File: src/rtl/axis_fifo_pkg.sv
// Shared helpers for stream queues: pointer width and power-of-two test.
package axis_fifo_pkg;

  // Pointer width for a queue of the given depth: index bits plus one wrap bit.
  function automatic int fifo_ptr_w(input int depth);
    return $clog2(depth) + 32'sd1;
  endfunction

  // True when v is a non-zero power of two.
  function automatic bit is_pow2(input int v);
    return (v > 32'sd0) && ((v & (v - 32'sd1)) == 32'sd0);
  endfunction

endpackage

File: src/rtl/axis_if.sv
// AXI-Stream link carrying tvalid/tready/tdata between a manager and a subordinate.
interface axis_if #(
  parameter int TDATA_WIDTH = 8
) ();
  logic                   tvalid;
  logic                   tready;
  logic [TDATA_WIDTH-1:0] tdata;

  modport m (output tvalid, output tdata, input tready);
  modport s (input tvalid, input tdata, output tready);
endinterface

File: src/rtl/axis_fifo_mem.sv
// Simple dual-port storage: synchronous write, asynchronous read, no reset so
// it can map onto distributed RAM.
module axis_fifo_mem #(
  parameter int DEPTH = 4,
  parameter int WIDTH = 8,
  parameter int AW    = 2
) (
  input  logic             clk,
  input  logic             we,
  input  logic [AW-1:0]    waddr,
  input  logic [WIDTH-1:0] wdata,
  input  logic [AW-1:0]    raddr,
  output logic [WIDTH-1:0] rdata
);

  logic [WIDTH-1:0] mem_q [DEPTH];

  // Write port: store one beat per accepted push.
  always_ff @(posedge clk) begin
    if (we) begin
      mem_q[waddr] <= wdata;
    end
  end

  assign rdata = mem_q[raddr];

endmodule

File: src/rtl/axis_fifo.sv
// Synchronous AXI-Stream FIFO with first-word fall-through output, a
// synchronous flush and an occupancy count. Ready towards the producer is
// derived from registers only, so no combinational path crosses the queue.
module axis_fifo
  import axis_fifo_pkg::*;
#(
  parameter int DEPTH = 4
) (
  input  logic                  clk,
  input  logic                  rst_n,
  axis_if.s                     axis_sif,
  axis_if.m                     axis_mif,
  input  logic                  flush,
  output logic [$clog2(DEPTH):0] count
);

  localparam int TDATA_WIDTH = axis_sif.TDATA_WIDTH;
  localparam int AW          = $clog2(DEPTH);
  localparam int PTR_W       = fifo_ptr_w(DEPTH);
  localparam logic [PTR_W-1:0] PTR_ONE = {{(PTR_W-1){1'b0}}, 1'b1};

  if (!is_pow2(DEPTH) || (DEPTH < 2)) begin : g_bad_depth
    $fatal(1, "axis_fifo: DEPTH must be a power of two and at least 2");
  end

  if (axis_mif.TDATA_WIDTH != axis_sif.TDATA_WIDTH) begin : g_bad_width
    $fatal(1, "axis_fifo: manager and subordinate TDATA_WIDTH differ");
  end

  logic [PTR_W-1:0]       wr_ptr_q, wr_ptr_d;
  logic [PTR_W-1:0]       rd_ptr_q, rd_ptr_d;
  logic                   init_done_q, init_done_d;
  logic                   full;
  logic                   empty;
  logic                   push;
  logic                   pop;
  logic                   mem_we;
  logic [TDATA_WIDTH-1:0] rd_data;

  // Full: same index, opposite wrap bit. Empty: identical pointers.
  assign full  = (wr_ptr_q[AW-1:0] == rd_ptr_q[AW-1:0]) && (wr_ptr_q[AW] != rd_ptr_q[AW]);
  assign empty = (wr_ptr_q == rd_ptr_q);

  assign axis_sif.tready = init_done_q && !full;
  assign axis_mif.tvalid = !empty;
  assign axis_mif.tdata  = rd_data;

  assign push   = axis_sif.tvalid && axis_sif.tready;
  assign pop    = axis_mif.tvalid && axis_mif.tready;
  assign mem_we = push && !flush;
  assign count  = wr_ptr_q - rd_ptr_q;

  // Next-state pointers: flush empties the queue and wins over push/pop.
  always_comb begin
    wr_ptr_d    = wr_ptr_q;
    rd_ptr_d    = rd_ptr_q;
    init_done_d = 1'b1;
    if (flush) begin
      rd_ptr_d = wr_ptr_q;
    end else begin
      if (push) begin
        wr_ptr_d = wr_ptr_q + PTR_ONE;
      end else begin
        wr_ptr_d = wr_ptr_q;
      end
      if (pop) begin
        rd_ptr_d = rd_ptr_q + PTR_ONE;
      end else begin
        rd_ptr_d = rd_ptr_q;
      end
    end
  end

  // State registers; reset drops all stored beats at once.
  always_ff @(posedge clk or negedge rst_n) begin
    if (!rst_n) begin
      wr_ptr_q    <= {PTR_W{1'b0}};
      rd_ptr_q    <= {PTR_W{1'b0}};
      init_done_q <= 1'b0;
    end else begin
      wr_ptr_q    <= wr_ptr_d;
      rd_ptr_q    <= rd_ptr_d;
      init_done_q <= init_done_d;
    end
  end

  axis_fifo_mem #(
    .DEPTH (DEPTH),
    .WIDTH (TDATA_WIDTH),
    .AW    (AW)
  ) u_mem (
    .clk   (clk),
    .we    (mem_we),
    .waddr (wr_ptr_q[AW-1:0]),
    .wdata (axis_sif.tdata),
    .raddr (rd_ptr_q[AW-1:0]),
    .rdata (rd_data)
  );

endmodule

File: src/flat_wrapper.sv
// flat-port wrapper written by rule: the top's interface ports become plain ports
module axis_fifo_flat import axis_fifo_pkg::*;
#(
  parameter int DEPTH = 4
)
  (clk, rst_n, flush, count, axis_sif_tvalid, axis_sif_tdata, axis_sif_tready, axis_mif_tvalid, axis_mif_tdata, axis_mif_tready);
  axis_if #(.TDATA_WIDTH((8))) axis_sif_i ();
  axis_if #(.TDATA_WIDTH((8))) axis_mif_i ();
  input  logic clk;
  input  logic rst_n;
  input  logic flush;
  output logic [$clog2(DEPTH):0] count;
  input wire logic [$bits(axis_sif_i.tvalid)-1:0] axis_sif_tvalid;
  input wire logic [$bits(axis_sif_i.tdata)-1:0] axis_sif_tdata;
  output wire logic [$bits(axis_sif_i.tready)-1:0] axis_sif_tready;
  output wire logic [$bits(axis_mif_i.tvalid)-1:0] axis_mif_tvalid;
  output wire logic [$bits(axis_mif_i.tdata)-1:0] axis_mif_tdata;
  input wire logic [$bits(axis_mif_i.tready)-1:0] axis_mif_tready;
  assign axis_sif_i.tvalid = axis_sif_tvalid;
  assign axis_sif_i.tdata = axis_sif_tdata;
  assign axis_sif_tready = axis_sif_i.tready;
  assign axis_mif_tvalid = axis_mif_i.tvalid;
  assign axis_mif_tdata = axis_mif_i.tdata;
  assign axis_mif_i.tready = axis_mif_tready;
  axis_fifo #(.DEPTH(DEPTH)) u_core (.clk(clk), .rst_n(rst_n), .axis_sif(axis_sif_i), .axis_mif(axis_mif_i), .flush(flush), .count(count));
endmodule
File: config.mk
export PLATFORM = sky130hd
export DESIGN_NAME = axis_fifo_flat
export DESIGN_NICKNAME = d
export VERILOG_FILES = /design/src/rtl/axis_fifo_pkg.sv /design/src/rtl/axis_if.sv /design/src/rtl/axis_fifo_mem.sv /design/src/rtl/axis_fifo.sv /design/src/flat_wrapper.sv
export SDC_FILE = /design/constraint.sdc
export NUM_CORES = 1
export LEC_CHECK = 0
export CAP_MARGIN = 20
export CORE_UTILIZATION = 40
export DETAILED_ROUTE_END_ITERATION = 6
export HOLD_SLACK_MARGIN = 0.15
export SETUP_SLACK_MARGIN = 0.4
export SLEW_MARGIN = 20
export SYNTH_ARGS = -nofsm -noshare
export SYNTH_HDL_FRONTEND = slang
export SYNTH_HIERARCHICAL = 1
export SYNTH_SLANG_ARGS = --single-unit
File: constraint.sdc
create_clock -name clk -period 6.2 [get_ports clk]
set_clock_uncertainty 0.2 [all_clocks]
set_input_delay 0.62 -clock clk [delete_from_list [all_inputs] [get_ports clk]]
set_output_delay 0.62 -clock clk [all_outputs]
set_load 0.01 [all_outputs]
==> out/summary.md, run 1 <==
* finished clean — run status
* 0.08 ns — clock-pin slew on the worst setup and hold paths
* 0 — remaining antenna violation count
* 4029 sq um — core area
* primary output — crit end category
* 0 — number of setup buffers added after CTS
* 0.0002429 V — Worst IR Drop VDD
* 0.4046 ns — Worst Hold Margin
* 1014 — vias in the first global route
* 5 — number of buffers created by CTS
* 2.52 ns — data arrival time at the worst-slack endpoint
* edfxtp_1 — cell with the most instances after synthesis
* 0.0007431 uW — leakage power total
* 13 — CP Max Fanout
* 2105 sq um — area of all placed cells without fillers
* 23 — row count
* 117 — syn_nets
* 0 — antenna violations before repair
* 3.26 ns — reg-to-reg slack, setup
* 1987 sq um — placed cell area
* 3.335 ns — post-route minimum period
* edfxtp_1 (32), mux4_2 (8), dfrtp_1 (7), inv_1 (7), nand2_1 (5) — most used standard cells in the synthesized netlist
* 53.79% — share of the clock period used by the worst path
* 99 — count of mapped cells out of synthesis
* primary input to asynchronous set/reset pin — Min-Delay Path Class
* 17.15 sq um — Post-Syn Area per Cell
* 145 — nets
* 5.011% — area fraction in compound gates after synthesis
* 2.166 mm — DP HPWL
* 17.95% — post-synthesis async set-or-reset flop share
* 32 — number of enable-type register cells in the synthesized netlist
* 2.967 mm — wirelength, routed
* axis_sif_tready — CP endpoint
* 3 — count of TritonRoute iterations in the first routing pass
* u_core/rd_ptr_q[0] — startpoint of the most critical register-to-register path
* 0 ns — setup TNS
* 0 — count of pins over their slew limit
* 4 — FF-to-FF path depth
* 0.29 ns — Clk Latency, worst-skew pair
* 0 — final-report hold violation count
* edfxtp_1 (57%), mux4_2 (11%), dfrtp_1 (10%), ha_1 (2.9%), xnor2_1 (2.1%) — main area contributors after synthesis
* register to primary output — category of the most critical setup path
* 0 — total DRC errors in the routed layout
* 6.264% — simple-gate share of the synthesized area
* 915 — total number of vias
* 0 — number of gates given a new drive strength after cts
* 4509 sq um — Total Die Area
* 39 — post-synthesis register bit count
* 0 — count of hold-fix buffers inserted at cts
* 33 — number of distinct standard cells referenced by the synthesized netlist
* 39 — CTS Sinks
* 67.15 um — Die W
* 0.6591 ns — Worst Tran Pin Value
* 14 — DRC marker count from the first detailed-route iteration
* 472.3 nW/um^2 — pwr/cell area
* 55.87% — worst-case headroom to the max-slew limit
* 0.7072 — global placement routability congestion
* 11.50% — post-synthesis mux area share
* 16.41% — fraction of final layout cells with drive strength greater than 1
* edfxtp_1 — Post-synth top flop
* 26 — top-level I/O count
* 3.021% — post-synthesis share of cell area spent on xor and xnor gates
* 66.91% — sequential-to-total area share from yosys stat
* 15.51% — GRT Util Overall
* 14 — maximum number of pins on one net before global-route repair
* 0 — maximum capacitance violations
* multiplexers — dominant combinational cell family by area after synthesis
* 1698 sq um — post-synthesis cell area
* 299.8 MHz — fmax
* 25 — count of port buffers added during placement
* clkbuf_8 — Clock Tree Root
* register — Critical Path Start Type
* 16.67 um — routed length per placed instance
* 4.809 mm — global-route wire length before repair
* 2 — H-Tree Depth
* 67.15 um — Die Span Y
* 5.140 — Vias per Instance
* 0 — number of endpoints failing setup at the final stage
* 0 — number of antenna repair diodes
* 5.38 ns — required time of the critical path
* 2 — clk buf depth
* 23.95% — Layout Area Growth over Synthesis
* u_core/u_mem/mem_q[0][2] — Reg2Reg Capture Point
* 4.127% — Post-Synth Adder-Cell Area
* 56.60% — area share of the largest cell type after synthesis
* 42.14% — initial cell density of the core
* done — CTS tree
* false — RSZ-0062 raised after global routing
* 0 — GRT Residual Overflow
* 6 — Warnings, synthesis
* edfxtp_1 — biggest area consumer among synthesized cells
* u_core/rd_ptr_q[0] — first element of the critical path
layout make-up:
cell class	count	area (sq um)
inverter	7	26.28
multi-input combinational	49	516.7
tap	50	62.56
timing repair buffer	25	250.2
clock inverter	3	43.79
sequential	39	1136
clock buffer	5	68.82
fill	349	1924
state kept, by name, indices dropped and copies added (netlist names):
register            count
u_core/u_mem/mem_q     32
u_core/wr_ptr_q         3
u_core/init_done_q      1
u_core/rd_ptr_q         3
metrics by stage:
| step | cells | setup slack, ns | power [uW] | util (%) |
|---|---|---|---|---|
| 2_1_floorplan | 99 | 3.563 | 622.3 | - |
| 3_3_place_gp | 170 | 2.952 | 785.5 | 49.32 |
| 3_5_place_dp | 170 | 2.793 | 801.7 | 49.32 |
| 4_1_cts | 178 | 2.778 | 1010 | 52.11 |
| 5_1_grt | 178 | 2.674 | 1060 | 52.24 |
| 6_report | 178 | 2.865 | 994.1 | 52.24 |
power by group:
group	switching [uW]	internal [uW]	leakage, uW	total (uW)
clock	85.3	120	0.0000581	205
sequential	63.6	317	0.000372	381
combinational	174	235	0.000313	408
total	322	672	0.000743	994
how the worst min path moves through the flow:
stage,cells after the start,end,from
after floorplan,0,u_core/init_done_q,rst_n
after global placement,1,u_core/wr_ptr_q[2],u_core/wr_ptr_q[2]
after detailed placement,1,u_core/wr_ptr_q[2],u_core/wr_ptr_q[2]
after CTS,1,u_core/wr_ptr_q[0],rst_n
after global routing,1,u_core/wr_ptr_q[0],rst_n
final,1,u_core/wr_ptr_q[0],rst_n
logic make-up after synthesis:
logic type | count (synthesis)
flip-flops | 39
AND/OR/NAND/NOR | 18
AO/OA/AOI/OAI | 11
buffers and inverters | 11
multiplexers | 9
adder cells (fa/ha/maj) | 5
XOR/XNOR | 5
other | 1
cell usage in the layout, fill, tap and decap left out, drive strengths merged, types with 2 or more instances in the layout:
cell type and n:
inv 7, edfxtp 32, a21oi 3, nand2 5
mux4 8, clkbuf 5, nand3 2, nor2 2
dfrtp 7, xnor2 4, and3b 2, ha 4
nor3b 2, clkdlybuf4s50 25, clkinv 2
critical path: stages, from the launching register on:
cell and delay, ns:
dfrtp_1 0.77, ha_1 0.39, and2_0 0.27, a21boi_0 0.23, clkdlybuf4s50_1 0.56
routing by layer:
layer / wire [um] / vias to the layer above / track usage [%] / part of all wire (%)
met5: 0 / - / 0 / 0
li1: - / 437 / - / -
met1: 1330 / 453 / 18.06 / 45
met2: 1490 / 21 / 27.00 / 50
met4: 26 / 0 / 5.585 / 0.88
met3: 119 / 4 / 4.561 / 4.0
(Power assumes the default switching activity.)
==> inputs of run 2 (changes only) <==
clock period = 2.8 ns   (was 6.2 ns; I/O delays follow)
==> run 2 against run 1 <==
  * First-iteration DRC count rose to 2.9 times the previous value
  * Worst setup slack worse by 2.4 ns
  * Hold slack worse by 0.022 ns
  * Total power up 110%
  * Critical path type unchanged
  * Highest routed layer unchanged
==> out/summary.md, run 2 (synthesis results as in run 1) <==
* finished clean — run status
* 5 — number of buffers created by CTS
* 426.1 MHz — fmax
* 67.15 um — Die Span Y
* register to register — Min-Delay Path Class
* 16.7% — clock power share
* register to primary output — category of the most critical setup path
* 83.82% — share of the clock period used by the worst path
* 982.5 nW/um^2 — pwr/cell area
* u_core/u_mem/mem_q: 32 flops, u_core/rd_ptr_q: 3 flops, u_core/wr_ptr_q: 3 flops — largest registers
* u_core/u_mem/mem_q[0][7] — Reg2Reg Capture Point
* 0 — final-report hold violation count
* register — Critical Path Start Type
* 4.823 mm — global-route wire length before repair
* 0.28 ns — Clk Latency, worst-skew pair
* 2 — sum of buffers and inverters on the critical path
* 16.03 um — routed length per placed instance
* 2.099 mm — DP HPWL
* 5.076 — Vias per Instance
* 25 — count of port buffers added during placement
* 39 — CTS Sinks
* 0 — antenna violations before repair
* 0 — number of antenna repair diodes
* 0 — remaining antenna violation count
* u_core/u_mem/mem_q — register bank with the most flops
* 0.0008019 uW — leakage power total
* 939 — total number of vias
* 32 — Largest register FFs
* 6 — FF-to-FF path depth
* edfxtp_1 (32), clkdlybuf4s50_1 (17), mux4_2 (8), inv_1 (7) — most frequent cells in the layout
* 41 — DRC marker count from the first detailed-route iteration
* 152 — nets
* 978 — vias in the first global route
* mux4_2 — slowest CP cell
* 1411 uW — internal power
* 2022 sq um — placed cell area
* buf_12 > mux4_2 > clkdlybuf4s50_1 — Cell Chain, Critical Path
* 0 — maximum capacitance violations
* 36.0% — sequential share of power
* 0.7597 — global placement routability congestion
* 0 — GRT Residual Overflow
* clkbuf_8 — Clock Tree Root
* 27.05% — Layout Area Growth over Synthesis
* 15.46% — GRT Util Overall
* 0.0005638 V — Worst IR Drop VDD
* 0.3831 ns — Worst Hold Margin
* 708.0 uW — switching power of the nets
* edfxtp_1 — most common cell after layout, fill and taps aside
* 2 — H-Tree Depth
* 23 — row count
* 1.87 ns — data arrival time at the worst-slack endpoint
* buffers and inverters — kind of cell with the highest combined delay on the critical path
* 0 — count of pins over their slew limit
* 23.70% — fraction of final layout cells with drive strength greater than 1
* 0.07 ns — clock-pin slew on the worst setup and hold paths
* primary output — crit end category
* 2.32 ns — required time of the critical path
* 25.87% — met2 usage
* 320 — number of fillers in the final layout
* 4509 sq um — Total Die Area
* 67.15 um — Die W
* 2 — Cells on Worst Hold Path
* 0.59 ns — reg-to-reg slack, setup
* 0 — number of endpoints failing setup at the final stage
* 47.3% — relative contribution of combinational cells to total power
* 2 — clk buf depth
* 2157 sq um — area of all placed cells without fillers
* u_core/wr_ptr_q[0] — HP Start
* 13 — maximum number of pins on one net before global-route repair
* 2.347 ns — post-route minimum period
* u_core/wr_ptr_q[0] — startpoint of the most critical register-to-register path
* 12 — CP Max Fanout
* 0 — total DRC errors in the routed layout
* u_core/wr_ptr_q[0] — end point of the worst hold path
* 42.14% — initial cell density of the core
* 4 — count of TritonRoute iterations in the first routing pass
* 26 — top-level I/O count
* true — RSZ-0062 raised after global routing
* 4029 sq um — core area
* 33.41% — switching fraction of total power
* 4.054% — grt met3 use
* 19.26% — global-route track usage on met1
* done — CTS tree
* met2 — layer with the highest usage
* 0 ns — setup TNS
* 0.51 ns — critical path's largest stage delay
* 2.965 mm — wirelength, routed
## run 2: metal layers
metal  wire length [um]  part of all wire, %  vias up
li1                   -                    -      446
met1               1257                   42      472
met2               1569                   53       19
met3                120                  4.0        2
met4                 17                 0.57        0
met5                  0                    0        -
## run 2: through the flow
step	instances	util, %	setup WS, ns	total power (uW)
2_1_floorplan	99	-	0.4213	1381
3_3_place_gp	174	50.19	0.3854	1784
3_5_place_dp	174	50.19	0.2897	1796
4_1_cts	185	52.98	0.4116	2145
5_1_grt	185	53.54	0.3887	2268
6_report	185	53.54	0.4531	2119
## run 2: how the worst max path moves through the flow
stage                     slack, ns                from                       end  cells after the start
after floorplan                0.42  u_core/wr_ptr_q[0]  u_core/u_mem/mem_q[0][0]                      6
after global placement         0.39  u_core/wr_ptr_q[0]  u_core/u_mem/mem_q[1][2]                      5
after detailed placement       0.29  u_core/wr_ptr_q[0]  u_core/u_mem/mem_q[2][5]                      5
after CTS                      0.41  u_core/rd_ptr_q[0]         axis_mif_tdata[7]                      3
after global routing           0.39  u_core/rd_ptr_q[0]         axis_mif_tdata[7]                      3
final                          0.45  u_core/rd_ptr_q[0]         axis_mif_tdata[7]                      3
## run 2: cell type report
cell class                      count  area, sq um  area share [%]
Timing Repair Buffer               32        322.8           14.97
Inverter                            7        26.28           1.218
Clock buffer                        6        72.57           3.364
Sequential cell                    39         1139           52.78
Multi-Input combinational cell     49        521.8           24.19
Clock inverter                      2        12.51          0.5800
Tap cell                           50        62.56           2.900
## run 2: worst min-delay path, cell delays in order, from the launching register on
cell and delay [ns]:
dfrtp_2 0.37, inv_1 0.06, xnor2_1 0.12
## run 2: power by group through the flow
stage / combinational, uW / sequential [uW] / clock [uW]
floorplan: 597 / 784 / 0
global placement: 1000 / 783 / 0
detailed placement: 1000 / 791 / 0
CTS: 1020 / 762 / 367
global route: 1110 / 774 / 387
finish: 1000 / 764 / 354
## run 2: timing repair
action                     CTS  global route
resized for setup            9             9
hold buffers                 1             0
hold endpoints to repair     7             0
setup endpoints to repair   36            32
setup buffers                2             0
==> inputs of run 3 (changes only) <==
clock period = 2.38 ns   (was 2.8 ns; I/O delays follow)
==> run 3 against run 2 <==
  * Hold slack got worse by 0.0053 ns
  * Combinational power rose by 53%
  * Critical path type is now register to register
  * Core utilization rose by 4.4 points
  * Total power rose by 35%
  * First-iteration DRC count fell by 22%
  * Sequential power rose by 20%
  * Cell count rose by 7.6%
  * Sequential share of layout area fell by 3.9 points
==> out/summary.md, run 3 (synthesis results as in run 1) <==
* 67.15 um — Die Span Y
* u_core/u_mem/mem_q[0][7] — CP endpoint
* 15.53 um — routed length per placed instance
* 6 — FF-to-FF path depth
* 32 — Largest register FFs
* 32 — DRC marker count from the first detailed-route iteration
* 0.8463 — global placement routability congestion
* 0.0005098 V — Worst IR Drop VDD
* met2 — layer with the highest usage
* 0.28 ns — Clk Latency, worst-skew pair
* finished clean — run status
* 4029 sq um — core area
* 2 — clk buf depth
* 0 — count of pins over their slew limit
* 2.060 mm — DP HPWL
* 0 — remaining antenna violation count
* 4 — count of TritonRoute iterations in the first routing pass
* 0 — number of endpoints failing setup at the final stage
* edfxtp_1 (32), buf_6 (15), clkdlybuf4s50_1 (12), buf_4 (10), mux4_2 (8) — most frequent cells in the layout
* register — Critical Path Start Type
* done — CTS tree
* 2859 uW — Tot Pwr
* 42.14% — initial cell density of the core
* 2.18 ns — required time of the critical path
* register — crit end category
* 2 — H-Tree Depth
* u_core/u_mem/mem_q[0][7] — Reg2Reg Capture Point
* 4.830 mm — global-route wire length before repair
* 0.07 ns — clock-pin slew on the worst setup and hold paths
* 498.9 MHz — fmax
* 42.95% — fraction of final layout cells with drive strength greater than 1
* 1016 — total number of vias
* 15.51% — GRT Util Overall
* 0 — number of antenna repair diodes
* 1225 nW/um^2 — pwr/cell area
* 0 — maximum capacitance violations
* u_core/wr_ptr_q[0] — HP Start
* 0.38 ns — reg-to-reg slack, setup
* u_core/wr_ptr_q[0] — startpoint of the most critical register-to-register path
* 1007 — vias in the first global route
* 23 — row count
* 3.091 mm — wirelength, routed
* 0 — GRT Residual Overflow
* 166 — nets
* true — RSZ-0062 raised after global routing
* u_core/u_mem/mem_q: 32 flops, u_core/rd_ptr_q: 3 flops, u_core/wr_ptr_q: 3 flops — largest registers
* 37.44% — Layout Area Growth over Synthesis
* 2.004 ns — post-route minimum period
* 0 — final-report hold violation count
* 0.0008655 uW — leakage power total
* u_core/u_mem/mem_q — register bank with the most flops
* 27.25% — met2 usage
* 0 — total DRC errors in the routed layout
* 4509 sq um — Total Die Area
* 5 — number of buffers created by CTS
* register to register — Min-Delay Path Class
* 39 — CTS Sinks
* 67.15 um — Die W
* u_core/wr_ptr_q[0] — first element of the critical path
* 5.106 — Vias per Instance
* register to register — category of the most critical setup path
* 17.26% — global-route track usage on met1
* 25 — count of port buffers added during placement
* 84.21% — share of the clock period used by the worst path
* 5.574% — grt met3 use
* 0.3777 ns — Worst Hold Margin
* edfxtp_1 — most common cell after layout, fill and taps aside
* 12 — maximum number of pins on one net before global-route repair
* 0 ns — setup TNS
* 6 — CP Max Fanout
* 1.81 ns — data arrival time at the worst-slack endpoint
* 0 — antenna violations before repair
* 26 — top-level I/O count
* clkbuf_8 — Clock Tree Root
-- run 3: cell types whose count changed in the layout (fill, tap and decap cells not counted), sizes merged --
cell           delta
dlygate4sd2       -3
clkdlybuf4s50     -5
dlymetal6s2s      -4
clkbuf            +1
clkinvlp          -1
buf              +26
-- run 3: routing by layer --
metal,up-vias,wire length [um]
met5,-,0
met3,5,112
met2,21,1636
li1,475,-
met1,515,1306
met4,0,35
-- run 3: repair_timing --
item                                   4_1_cts  5_1_grt
setup buffers                               10        3
hold buffers                                 1        0
pin swaps                                    1        4
endpoints found under the hold margin        7        0
setup endpoints to repair                   45       44
resized for setup                           64       15
-- run 3: cell type report --
class | count | area, sq um
Tap cell | 50 | 62.56
Clock inverter | 1 | 5.005
Fill cell | 327 | 1695
Clock buffer | 7 | 76.32
Multi-Input combinational cell | 49 | 570.5
Timing Repair Buffer | 46 | 452.9
Inverter | 7 | 26.28
Sequential cell | 39 | 1140
-- run 3: worst min-delay path by stage --
stage / endpoint / slack (ns) / depth (start not counted)
2_1_floorplan: u_core/init_done_q / -0.26 / 0
3_3_place_gp: u_core/rd_ptr_q[2] / 0.33 / 1
3_5_place_dp: u_core/rd_ptr_q[2] / 0.35 / 1
4_1_cts: u_core/wr_ptr_q[0] / 0.38 / 2
5_1_grt: u_core/wr_ptr_q[0] / 0.39 / 2
6_report: u_core/wr_ptr_q[0] / 0.38 / 2
-- run 3: power by group --
part	internal (uW)	leakage, uW	switching [uW]
Combinational	857	0.000455	669
Sequential	833	0.000369	79.9
Clock	206	0.0000422	214
-- run 3: critical path, cell delays in order (launching register included) --
cell	delay, ns
dfrtp_2	0.41
inv_2	0.09
ha_4	0.22
and2_4	0.18
a21oi_4	0.20
nor3b_4	0.25
buf_6	0.16
-- run 3: stage by stage --
stage / setup WS (ns) / util, % / cells / area (sq um)
floorplan: 0.3008 / - / 99 / 1752
global placement: 0.2160 / 51.86 / 177 / 2090
detailed placement: 0.1639 / 51.86 / 177 / 2090
CTS: 0.3281 / 56.15 / 196 / 2262
global route: 0.3226 / 57.92 / 199 / 2333
finish: 0.3758 / 57.92 / 199 / 2333
